--- config.mk ---
export PLATFORM = sky130hd
export DESIGN_NAME = cr_clk_lpmd_ctrl
export DESIGN_NICKNAME = d
export VERILOG_FILES = /design/src/rtl/cr_clk_lpmd_ctrl.sv
export SDC_FILE = /design/constraint.sdc
export NUM_CORES = 1
export LEC_CHECK = 0
export BUFFER_PORTS_ARGS = -buffer_cell sky130_fd_sc_hd__buf_4
export CAP_MARGIN = 25
export CORE_MARGIN = 3
export CORE_UTILIZATION = 53
export CTS_BUF_LIST = sky130_fd_sc_hd__clkbuf_4
export DETAILED_ROUTE_END_ITERATION = 12
export PLACE_DENSITY = 0.78
export SYNTH_ARGS = -nofsm -noshare
export SYNTH_HDL_FRONTEND = slang
export SYNTH_SLANG_ARGS = --single-unit
--- constraint.sdc ---
create_clock -name forever_cpuclk -period 2.5 [get_ports forever_cpuclk]
set_input_delay 0.125 -clock forever_cpuclk [delete_from_list [all_inputs] [get_ports forever_cpuclk]]
set_output_delay 0.125 -clock forever_cpuclk [all_outputs]
set_load 0.05 [all_outputs]
--- src/rtl/cr_clk_lpmd_ctrl.sv ---
// Low-power clock-stop controller on the ungated clock: drains the BIU, gates the CPU clock and runs the SoC stop handshake.
// Optional ack timeout in REQ is built when CR_CLK_LPMD_TIMEOUT_EN is defined.
module cr_clk_lpmd_ctrl #(
  parameter int unsigned WAKE_DLY  = 4,
  parameter int unsigned IDLE_FILT = 2,
  parameter int unsigned TMO_CYC   = 64
) (
  input  logic       forever_cpuclk,
  input  logic       cpurst,
  input  logic       core_lpmd_req,
  input  logic [1:0] core_lpmd_mode,
  input  logic       biu_idle,
  input  logic       sysio_clk_ack,
  input  logic       wakeup_event,
  input  logic       pad_yy_test_mode,
  output logic       cpu_clk_en,
  output logic       clk_stop_req,
  output logic [1:0] clk_stop_mode,
  output logic       lpmd_done,
  output logic [1:0] lpmd_status
);

  localparam int unsigned IW = 3;
  localparam int unsigned WW = 4;
  localparam int unsigned TW = $clog2(TMO_CYC + 1);

  typedef enum logic [2:0] {
    ST_RUN   = 3'd0,
    ST_DRAIN = 3'd1,
    ST_REQ   = 3'd2,
    ST_STOP  = 3'd3,
    ST_WAKE  = 3'd4
  } state_t;

  state_t        r_state;
  state_t        w_state_nxt;
  logic [IW-1:0] r_idle_cnt;
  logic [IW-1:0] w_idle_cnt_nxt;
  logic [WW-1:0] r_wake_cnt;
  logic [WW-1:0] w_wake_cnt_nxt;
  logic          r_clk_en;
  logic          r_stop_req;
  logic [1:0]    r_mode;
  logic          r_done;
  logic [1:0]    r_status;
  logic          w_clk_en_nxt;
  logic          w_stop_req_nxt;
  logic [1:0]    w_mode_nxt;
  logic          w_done_nxt;
  logic [1:0]    w_status_nxt;

`ifdef CR_CLK_LPMD_TIMEOUT_EN
  logic [TW-1:0] r_tmo_cnt;
  logic [TW-1:0] w_tmo_cnt_nxt;

  always_ff @(posedge forever_cpuclk or posedge cpurst) begin
    if (cpurst) r_tmo_cnt <= '0;
    else        r_tmo_cnt <= w_tmo_cnt_nxt;
  end
`else
  logic w_unused_tmo;
  assign w_unused_tmo = ^TW'(TMO_CYC);
`endif

  // clk_stop_req/sysio_clk_ack form a four-phase level handshake: req rises, ack rises,
  // req falls, ack falls. WAKE only exits after ack has been seen low, so req cannot re-rise early.
  always_comb begin
    w_state_nxt    = r_state;
    w_idle_cnt_nxt = '0;
    w_wake_cnt_nxt = '0;
    w_mode_nxt     = r_mode;
    w_done_nxt     = 1'b0;
`ifdef CR_CLK_LPMD_TIMEOUT_EN
    w_tmo_cnt_nxt  = '0;
`endif
    case (r_state)
      ST_RUN: begin
        if (core_lpmd_req && !pad_yy_test_mode) begin
          w_state_nxt = ST_DRAIN;
          w_mode_nxt  = core_lpmd_mode;
        end
      end
      ST_DRAIN: begin
        if (wakeup_event || !core_lpmd_req || pad_yy_test_mode) begin
          w_state_nxt = ST_RUN;
          w_done_nxt  = 1'b1;
        end else begin
          if (biu_idle)
            w_idle_cnt_nxt = (r_idle_cnt == '1) ? r_idle_cnt : r_idle_cnt + IW'(1);
          if (w_idle_cnt_nxt >= IW'(IDLE_FILT)) begin
            w_state_nxt    = ST_REQ;
            w_idle_cnt_nxt = '0;
          end
        end
      end
      ST_REQ: begin
        if (pad_yy_test_mode || wakeup_event) begin
          w_state_nxt = ST_WAKE;
        end else if (sysio_clk_ack) begin
          w_state_nxt = ST_STOP;
        end
`ifdef CR_CLK_LPMD_TIMEOUT_EN
        else begin
          w_tmo_cnt_nxt = (r_tmo_cnt == '1) ? r_tmo_cnt : r_tmo_cnt + TW'(1);
          if (w_tmo_cnt_nxt >= TW'(TMO_CYC)) begin
            w_state_nxt   = ST_WAKE;
            w_tmo_cnt_nxt = '0;
          end
        end
`endif
      end
      ST_STOP: begin
        if (pad_yy_test_mode || wakeup_event) w_state_nxt = ST_WAKE;
      end
      ST_WAKE: begin
        // Settle delay only starts once the SoC has dropped its ack.
        if (!sysio_clk_ack)
          w_wake_cnt_nxt = (r_wake_cnt == '1) ? r_wake_cnt : r_wake_cnt + WW'(1);
        if (w_wake_cnt_nxt >= WW'(WAKE_DLY)) begin
          w_state_nxt    = ST_RUN;
          w_done_nxt     = 1'b1;
          w_wake_cnt_nxt = '0;
        end
      end
      default: w_state_nxt = ST_RUN;
    endcase
  end

  always_comb begin
    w_clk_en_nxt   = 1'b0;
    w_stop_req_nxt = 1'b0;
    w_status_nxt   = 2'b00;
    case (w_state_nxt)
      ST_RUN:   begin w_clk_en_nxt = 1'b1; w_status_nxt = 2'b00; end
      ST_DRAIN: begin w_clk_en_nxt = 1'b1; w_status_nxt = 2'b01; end
      ST_REQ:   begin w_stop_req_nxt = 1'b1; w_status_nxt = 2'b01; end
      ST_STOP:  begin w_stop_req_nxt = 1'b1; w_status_nxt = 2'b10; end
      ST_WAKE:  w_status_nxt = 2'b11;
      default:  w_clk_en_nxt = 1'b1;
    endcase
  end

  always_ff @(posedge forever_cpuclk or posedge cpurst) begin
    if (cpurst) begin
      r_state    <= ST_RUN;
      r_idle_cnt <= '0;
      r_wake_cnt <= '0;
      r_clk_en   <= 1'b1;
      r_stop_req <= 1'b0;
      r_mode     <= 2'b00;
      r_done     <= 1'b0;
      r_status   <= 2'b00;
    end else begin
      r_state    <= w_state_nxt;
      r_idle_cnt <= w_idle_cnt_nxt;
      r_wake_cnt <= w_wake_cnt_nxt;
      r_clk_en   <= w_clk_en_nxt;
      r_stop_req <= w_stop_req_nxt;
      r_mode     <= w_mode_nxt;
      r_done     <= w_done_nxt;
      r_status   <= w_status_nxt;
    end
  end

  assign cpu_clk_en    = r_clk_en | pad_yy_test_mode;
  assign clk_stop_req  = r_stop_req;
  assign clk_stop_mode = r_mode;
  assign lpmd_done     = r_done;
  assign lpmd_status   = r_status;

endmodule

==> summary.md <==
| Metric | Value |
|---|---|
| Status | `finished clean` |
| Fin. Hold Viols | `0` |
| Setup_tns | `0 ns` |
| Hold-fix buffers, CTS | `1` |
| Post-Synthesis Cells | `67` |
| Post-CTS Setup Bufs | `0` |
| Commonest non-fill, non-tap cell in the layout | `dfrtp_1` |
| RSZ-0062 raised after global routing | `false` |
| Simple-gate share of the synthesized area | `19.4%` |
| Max clock buf depth | `2` |
| Overall global routing resource usage | `16.4%` |
| Final Non-Filler Cells | `105` |
| Core ar. | `0.00133 mm²` |
| Element type at the critical path end | `register` |
| Synth Area in XOR/XNOR | `0%` |
| Layout cells sized above 1 | `31.1%` |
| Clk slew on worst S/H paths | `0.09 ns` |
| CTS Root Cell | `clkbuf_4` |
| Worst Path Arrival | `1.59 ns` |
| Top Ports | `16` |
| Synth Area in Compound Gates | `15.7%` |
| Area grow syn2layout | `23.9%` |
| Iteration-0 DRC Markers | `22` |
| Worst Skew | `0.00240 ns` |
| Initial core utilization | `57.4%` |
| Buffers added on ports | `15` |
| WP data required | `2.69 ns` |
| Row cnt | `13` |
| Startpoint types | `register` |
| Crit Path Max Fanout | `4` |
| Number of global-route vias before repair | `535` |
| CTS tree | `built` |
| Pin count of the biggest net entering global routing | `18` |
| Grt ovf | `0` |
| Slew Limit Headroom | `59.2%` |
| # nets final | `102` |
| Seq/Total Area, Yosys | `55.7%` |
| N_diodes | `0` |
| Die width | `44.0 µm` |
| FMAX | `718 MHz` |
| Via Count | `591` |
| Unique masters post-synth | `31` |
| Most frequent cells in the layout | `dfrtp_1 (16), buf_4 (15), inv_1 (5)` |
| Crit share post-route | `55.7%` |
| Hold Crit Depth | `2` |
| Die Height | `44.0 µm` |
| CTS Buf Count | `3` |
| Drt first pass iters | `4` |
| CTS Sinks | `17` |
| Max Cap Violations | `0` |
| DR DRC count | `0` |
| Synthesized cell area | `766 µm²` |
| Peak supply drop | `393 µV` |
| Inst Count DP | `100` |
| Hold Crit Class | `primary input to register` |
| Avg Vias per Cell | `5.63` |
| R2R cell count | `4` |
| Dpl hpwl | `1040 µm` |
| Post-route ant nets | `0` |
| Worst-margin pin slew | `0.612 ns` |
| Setup violation total in the final timing report | `0` |
| Post-CTS sizing | `0` |
| Global-route wire length before repair | `2290 µm` |
| Initial antenna violation count | `0` |
| Detailed Route WL | `1370 µm` |
| Post-synthesis adder-cell area fraction | `3.27%` |
| H-tree depth | `1` |
| Final slew viol count | `0` |
| Die area | `0.00194 mm²` |
| Crit Path Class | `register to register` |
| Clock insertion delay at the later pin of the skew report | `0.28 ns` |
| Post-synthesis register bit count | `17` |
| PwrDens | `586 mW/mm²` |
| Post-Syn Area per Cell | `11.4 µm²` |
| Multiplexer share of the synthesized area | `2.94%` |
| WL/cell | `13.1 µm` |
| Leakage power | `0.460 nW` |
| Yosys warns | `0` |
| Largest family of logic cells by synthesized area | `simple AND/OR/NAND/NOR gates` |
| Post-route minimum period | `1.39 ns` |
| GP Congestion | `0.785` |
| Fillers | `101` |
[critical path, stage by stage (launching register included)]
cell	delay [ns]
dfrtp_1	0.41
ha_1	0.21
or2_2	0.31
o211a_1	0.19
o22ai_1	0.20
[synthesized netlist by cell type, drive strengths merged]
master / instances / area [µm²]
a211oi: 1 / 7.51
a31oi: 1 / 6.26
and2: 1 / 6.26
and4: 1 / 8.76
and4bb: 1 / 12.5
conb: 1 / 3.75
dfrtp: 16 / 400
dfstp: 1 / 26.3
ha: 2 / 25.0
inv: 5 / 18.8
mux2: 2 / 22.5
nand2: 4 / 15.0
nand2b: 2 / 12.5
nand3: 4 / 20.0
nor2: 5 / 21.3
nor3b: 1 / 7.51
nor4: 2 / 12.5
o2111ai: 1 / 8.76
o211a: 2 / 20.0
o211ai: 1 / 7.51
o21ai: 3 / 15.0
o21bai: 1 / 7.51
o221ai: 2 / 23.8
o22ai: 1 / 6.26
o311ai: 1 / 8.76
o31a: 1 / 8.76
or2: 2 / 12.5
or3: 1 / 6.26
or4b: 1 / 13.8
[flip-flops by register name (all words and copies together), names as in the netlist]
name / flops
lpmd_status: 2
lpmd_done: 1
r_wake_cnt: 4
clk_stop_mode: 2
r_idle_cnt: 3
clk_stop_req: 1
r_state: 3
r_clk_en: 1
[layout make-up]
| class | count | area, µm² | area share [%] |
|---|---|---|---|
| timing repair buffer | 16 | 123 | 12.9 |
| clock buffer | 4 | 30.0 | 3.17 |
| multi-input combinational | 48 | 332 | 35.0 |
| tap | 15 | 18.8 | 1.98 |
| sequential | 17 | 427 | 45.0 |
| inverter | 5 | 18.8 | 1.98 |
[cells by family after synthesis]
kind of cell	Yosys count
flip-flops	17
buffers and inverters	5
AND/OR/NAND/NOR	25
other	1
multiplexers	2
AO/OA/AOI/OAI	15
adder cells (fa/ha/maj)	2
[metrics by stage]
| stage | hold WS (ns) | instance area, µm² | power [W] | util, % | setup WS [ns] |
|---|---|---|---|---|---|
| 6_report | 0.0706 | 948 | 0.000556 | 71.1 | 1.11 |
| 5_1_grt | 0.0786 | 948 | 0.000580 | 71.1 | 1.04 |
| 3_3_place_gp | 0.247 | 908 | 0.000409 | 68.1 | 1.16 |
| 4_1_cts | 0.0661 | 948 | 0.000563 | 71.1 | 1.12 |
| 2_1_floorplan | 0.0503 | 777 | 0.000371 | - | 1.20 |
| 3_5_place_dp | 0.252 | 908 | 0.000410 | 68.1 | 1.14 |
[power by group]
part / total (W) / internal [W] / switching, W / leakage, nW
Combinational: 0.000106 / 0.0000384 / 0.0000671 / 0.224
Clock: 0.000151 / 0.0000727 / 0.0000782 / 0.0184
Sequential: 0.000300 / 0.000291 / 0.00000907 / 0.217
[layer usage]
metal	global-route usage [%]	routed length, µm	part of all wire (%)
met3	2.44	119	8.7
met1	23.7	654	48
met5	0	0	0
met2	23.5	579	42
met4	9.04	17	1.2
[final timing paths]
| check | slack (ns) | from | end |
|---|---|---|---|
| worst min-delay path | 0.07 | core_lpmd_mode[1] | clk_stop_mode[1]$_DFFE_PP0P_ |
| max in group asynchronous | 1.64 | cpurst | lpmd_done$_DFF_PP0_ |
| worst max-delay path | 1.11 | r_wake_cnt[0]$_DFF_PP0_ | lpmd_status[1]$_DFF_PP0_ |
| worst min register to register | 0.48 | r_wake_cnt[0]$_DFF_PP0_ | r_wake_cnt[0]$_DFF_PP0_ |
| min in group asynchronous | 0.47 | cpurst | r_wake_cnt[1]$_DFF_PP0_ |
| worst max register to register | 1.11 | r_wake_cnt[0]$_DFF_PP0_ | lpmd_status[1]$_DFF_PP0_ |
(Power assumes the default switching activity.)
